[src/rtl/energy_step_scheduler.sv]
// energy_step_scheduler
// Run-level controller for the energy monitor spin-index datapath. Takes a
// per-run spin count, clears the accumulator, streams spin-index beats in
// strides of PARALLELISM, waits out the datapath latency and pulses done.
// Optional feature macro: ENERGY_SCHED_CYCLE_CNT_EN adds a 32-bit run-cycle
// counter on cycle_cnt_o.
module energy_step_scheduler #(
    parameter int COUNTER_BITWIDTH = 8,
    parameter int PARALLELISM      = 4,
    parameter int PIPE_LATENCY     = 2
) (
    input  logic                        clk_i,
    input  logic                        rst_ni,
    input  logic                        cfg_valid_i,
    output logic                        cfg_ready_o,
    input  logic [COUNTER_BITWIDTH:0]   cfg_num_spins_i,
    input  logic                        start_i,
    input  logic                        abort_i,
    output logic                        busy_o,
    output logic                        acc_clear_o,
    output logic                        idx_valid_o,
    input  logic                        idx_ready_i,
    output logic [COUNTER_BITWIDTH-1:0] idx_o,
    output logic                        idx_last_o,
    output logic                        done_o
`ifdef ENERGY_SCHED_CYCLE_CNT_EN
    ,
    output logic [31:0]                 cycle_cnt_o
`endif
);

    localparam int CW = COUNTER_BITWIDTH;
    localparam int DW = (PIPE_LATENCY > 1) ? $clog2(PIPE_LATENCY) : 1;

    localparam logic [CW:0]   NUM_RESET  = {1'b1, {CW{1'b0}}};
    localparam logic [CW-1:0] IDX_STEP   = CW'(PARALLELISM);
    localparam logic [CW:0]   IDX_STEP_X = (CW+1)'(PARALLELISM);
    localparam logic [DW-1:0] DRAIN_LOAD = DW'((PIPE_LATENCY > 0) ? PIPE_LATENCY - 1 : 0);

    typedef enum logic [2:0] {
        IDLE  = 3'd0,
        CLEAR = 3'd1,
        ISSUE = 3'd2,
        DRAIN = 3'd3,
        DONE  = 3'd4
    } state_e;

    state_e          state_q;
    logic [CW:0]     num_spins_q;
    logic [CW-1:0]   idx_q;
    logic [DW-1:0]   drain_q;
    logic            last_beat;

    // Final beat when this beat's stride reaches the run length; the extra
    // top bit keeps the sum from wrapping at the end of the index range.
    assign last_beat = ({1'b0, idx_q} + IDX_STEP_X) >= num_spins_q;

    // Every output is a decode of registered state, so idx_ready_i never
    // reaches idx_valid_o combinationally.
    always_comb begin
        cfg_ready_o = (state_q == IDLE);
        busy_o      = (state_q != IDLE);
        acc_clear_o = (state_q == CLEAR);
        idx_valid_o = (state_q == ISSUE);
        idx_last_o  = (state_q == ISSUE) && last_beat;
        done_o      = (state_q == DONE);
        idx_o       = idx_q;
    end

    // Run FSM together with its spin-count, index and drain registers.
    // NOTE: sequential state uses non-blocking assignments so every register
    // samples pre-edge values regardless of statement order.
    always_ff @(posedge clk_i or negedge rst_ni) begin
        if (!rst_ni) begin
            state_q     <= IDLE;
            num_spins_q <= NUM_RESET;
            idx_q       <= '0;
            drain_q     <= '0;
        end else begin
            // Config lands in the same edge as start, so the run sees it.
            if (state_q == IDLE && cfg_valid_i) begin
                num_spins_q <= cfg_num_spins_i;
            end

            if (abort_i && state_q != IDLE) begin
                state_q <= IDLE;
            end else begin
                unique case (state_q)
                    IDLE: begin
                        if (start_i) begin
                            state_q <= CLEAR;
                            idx_q   <= '0;
                        end
                    end
                    CLEAR: begin
                        state_q <= (num_spins_q == '0) ? DONE : ISSUE;
                    end
                    ISSUE: begin
                        if (idx_ready_i) begin
                            if (last_beat) begin
                                // Index keeps the final beat value until the next CLEAR.
                                if (PIPE_LATENCY == 0) begin
                                    state_q <= DONE;
                                end else begin
                                    state_q <= DRAIN;
                                    drain_q <= DRAIN_LOAD;
                                end
                            end else begin
                                idx_q <= idx_q + IDX_STEP;
                            end
                        end
                    end
                    DRAIN: begin
                        if (drain_q == '0) begin
                            state_q <= DONE;
                        end else begin
                            drain_q <= drain_q - 1'b1;
                        end
                    end
                    DONE: begin
                        state_q <= IDLE;
                    end
                    default: begin
                        state_q <= IDLE;
                    end
                endcase
            end
        end
    end

`ifdef ENERGY_SCHED_CYCLE_CNT_EN
    logic [31:0] cycle_cnt_q;

    // Saturating count of ISSUE/DRAIN/DONE cycles, frozen by abort.
    always_ff @(posedge clk_i or negedge rst_ni) begin
        if (!rst_ni) begin
            cycle_cnt_q <= '0;
        end else if (state_q == IDLE) begin
            if (start_i) begin
                cycle_cnt_q <= '0;
            end
        end else if (!abort_i && state_q != CLEAR && cycle_cnt_q != '1) begin
            cycle_cnt_q <= cycle_cnt_q + 32'd1;
        end
    end

    assign cycle_cnt_o = cycle_cnt_q;
`endif

endmodule

[config.mk]
export PLATFORM = sky130hd
export DESIGN_NAME = energy_step_scheduler
export DESIGN_NICKNAME = d
export VERILOG_FILES = /design/src/rtl/energy_step_scheduler.sv
export SDC_FILE = /design/constraint.sdc
export NUM_CORES = 1
export LEC_CHECK = 0
export ABC_AREA = 0
export CORE_MARGIN = 3
export CORE_UTILIZATION = 47
export CTS_CLUSTER_DIAMETER = 40
export DETAILED_ROUTE_END_ITERATION = 6
export PLACE_DENSITY = 0.8
export SYNTH_ARGS = -nofsm -noshare
export SYNTH_HDL_FRONTEND = slang
export SYNTH_SLANG_ARGS = --single-unit
[constraint.sdc]
create_clock -name clk_i -period 3.4 [get_ports clk_i]
set_clock_uncertainty 0.15 [all_clocks]
set_input_delay 0.68 -clock clk_i [delete_from_list [all_inputs] [get_ports clk_i]]
set_output_delay 0.68 -clock clk_i [all_outputs]
set_load 0.05 [all_outputs]
==> results_dict.tcl <==
set metrics [dict create \
    regArea_um2 478 \
    yosysTopAreaCell "dfrtp_1" \
    rows 17 \
    power.clock.fraction_pct 12.9 \
    slew_headroom_pct 43.4 \
    crit_cells 9 \
    cts_tree "done" \
    multi_input_area_um2 602 \
    arrival_ns 2.39 \
    die_h_um 55.5 \
    cts_setup_buffers 0 \
    grt_overflow 0 \
    rsz0062_at_grt "no" \
    grt_first_pass_wirelength_mm 4.17 \
    instances_no_fill 175 \
    startpoint_type "flip-flop" \
    setup_viol 0 \
    ys_warn_count 0 \
    r2r_end "idx_o[2]" \
    hold_viol 0 \
    p_int_w 0.000510 \
    r2r_setup_slack_ns 0.80 \
    path_max_fanout 7 \
    grt.total_usage_pct 16.9 \
    crit_chain "and3_1 -> nand3_1 -> xnor2_1 -> ha_1 -> a21o_1 -> a221o_1 -> nand2_1 -> nand2_1 -> buf_12" \
    dieArea_um2 3080 \
    required_ns 2.57 \
    worstSkewPairLatency_ns 0.30 \
    grtUsageMet1_pct 21.8 \
    pin_count 29 \
    layout-drive-gt1-share_pct 12.9 \
    met3_usage_pct 3.04 \
    fmax_mhz 310 \
    drt_iter0_drc 18 \
    netlist_area_um2 1150 \
    slowest_delay_ns 0.45 \
    crit_end "idx_last_o" \
    drv_slew 0 \
    placed_cells 171 \
    fin_crit_sh_pct 94.8 \
    reg2regPathDepth 9 \
    async_flop_share_pct 100 \
    tightest_slew_ns 0.846 \
    yosysTopAreaCellShare_pct 39.1 \
    synth_enable_flop_cells 0 \
    antenna_found_initial 0 \
    synth_seq_area_share_pct 41.4 \
    crit_family "compound AO/OA/AOI/OAI gates" \
    wire_per_inst_um 13.7 \
    regToRegStartpoint "idx_o[4]" \
    clk_pin_slew_worst_paths_ns 0.11 \
    ant_nets 0 \
    fill_cells 199 \
    grt_pass1_vias 948 \
    wirelength_mm 2.40 \
    synth_most_common_cell "dfrtp_1" \
    die_w_um 55.5 \
    initial_core_util_pct 50.6 \
    use_met2_pct 28.0 \
    crit_path_end_kind "primary output" \
    ir_drop_mv 0.397 \
    setup-tns-final_ns 0 \
    syn2layout_area_growth_pct 26.2 \
    cts_max_level 1 \
    top_usage_layer "met2" \
    pwr-share-comb_pct 48.0 \
    p_seq_share_pct 39.1 \
    swShare_pct 43.4 \
    cpMostUsedCell "nand2_1" \
    critPathSlowestCell "dfrtp_2" \
    gp_congestion 0.868 \
    syn_inst 122 \
    p_per_area_nw_per_um2 619 \
    clock_path_buffers 2 \
    postLayoutCoreUtil_pct 63.8 \
    numCtsBuffers 3 \
    syn_avg_cell_area_um2 9.44 \
    finalNetCount 171 \
    dp_hpwl_mm 1.91 \
    via_count 975 \
    p_leak_nw 0.673 \
    critical_path_class "reg2out" \
    p_switching_w 0.000390 \
    cts.sinks 19 \
    synth_common_cells "dfrtp_1, nand2_1, inv_1" \
    ys_types 40 \
    dr.pass1.iters 4 \
    synth_seq_cells 19 \
    avgViaCountPerCell 5.57 \
    synthTopCellsByArea "dfrtp_1, ha_1, o21ai_0" \
    maxCapViolations 0 \
    io_buffer_count 26 \
    ys.flop_type "dfrtp_1" \
    hold_path.class "reg2reg" \
    status "completed" \
    finalCriticalPeriod_ns 3.22 \
    cts_root_buf "clkbuf_4" \
    drc 0 \
    n_antenna_cell 0 \
    startpoint "idx_o[4]" \
    core_region_area_um2 2280 \
    grt_max_degree 20 \
    crit_buf_inv 1 \
]
==> worst min-delay path, delay by kind of cell, from the launching register on <==
family,cells,cell delay [ns]
flops,1,0.38
compound gates,1,0.09
buf+inv,1,0.07
==> per-stage QoR <==
stage / hold WS, ns / power, W / cell area [µm²] / worst slack [ns]
after floorplan: 0.234 / 0.000666 / 1150 / 0.132
after global placement: 0.361 / 0.000769 / 1420 / 0.433
after detailed placement: 0.367 / 0.000789 / 1420 / 0.450
after CTS: 0.387 / 0.000906 / 1450 / 0.0993
after global routing: 0.416 / 0.000972 / 1450 / 0.00120
final: 0.384 / 0.000900 / 1450 / 0.176
==> power groups by stage <==
stage	registers (W)	logic, W	clock network, W
finish	0.000352	0.000432	0.000116
CTS	0.000352	0.000436	0.000119
global placement	0.000351	0.000418	0
floorplan	0.000341	0.000325	0
detailed placement	0.000357	0.000432	0
global route	0.000365	0.000477	0.000130
==> placed cells by master, fill, tap and decap left out, types with 2 or more instances in the layout <==
master,count
nor3_1,4
nand2_1,13
a41oi_1,2
a21o_1,3
conb_1,2
inv_1,11
a22o_2,4
o21ai_0,10
mux2_2,3
nand3_1,6
nand3b_1,2
clkbuf_4,3
nor3b_1,2
nor2_1,3
and3_1,2
a21oi_1,2
dfrtp_1,17
ha_1,7
clkdlybuf4s50_1,25
xnor2_1,3
==> routing by layer <==
layer	vias to the layer above	wire length (µm)
li1	483	-
met1	457	1080
met2	30	1150
met3	5	126
met4	0	45
met5	-	0
==> how the worst min path moves through the flow <==
stage,end,cells past startpoint,slack [ns],from
4_1_cts,num_spins_q[8],2,0.39,num_spins_q[8]
6_report,num_spins_q[8],2,0.38,num_spins_q[8]
3_3_place_gp,num_spins_q[1],1,0.36,num_spins_q[1]
3_5_place_dp,num_spins_q[8],2,0.37,num_spins_q[8]
2_1_floorplan,drain_q,0,0.23,rst_ni
5_1_grt,num_spins_q[8],2,0.42,num_spins_q[8]
==> cell families after synthesis <==
logic type / Yosys count / synth area share [%]
AND/OR/NAND/NOR: 41 / 18.8
multiplexers: 3 / 2.93
flip-flops: 19 / 41.4
adder cells (fa/ha/maj): 8 / 8.70
other: 1 / 0.326
XOR/XNOR: 4 / 3.04
buffers and inverters: 17 / 6.85
AO/OA/AOI/OAI: 29 / 17.9
==> sequential cells by signal (all words and copies together), names as in the netlist <==
signal	cells
state_q	3
drain_q	1
idx_o	6
num_spins_q	9
==> final cells by class <==
cell class | instances | share of cell area, %
timing repair buffer | 26 | 18.6
clock buffer | 4 | 1.81
tap | 28 | 2.41
inverter | 11 | 2.84
multi-input combinational | 87 | 41.4
sequential | 19 | 32.9
==> what timing repair did <==
item / 4_1_cts / 5_1_grt
endpoints found under the hold margin: 0 / 0
resized for setup: 0 / 2
setup endpoints to repair: 0 / 1
hold buffers: 0 / 0
Note: power is estimated with default switching activity, not from simulation.
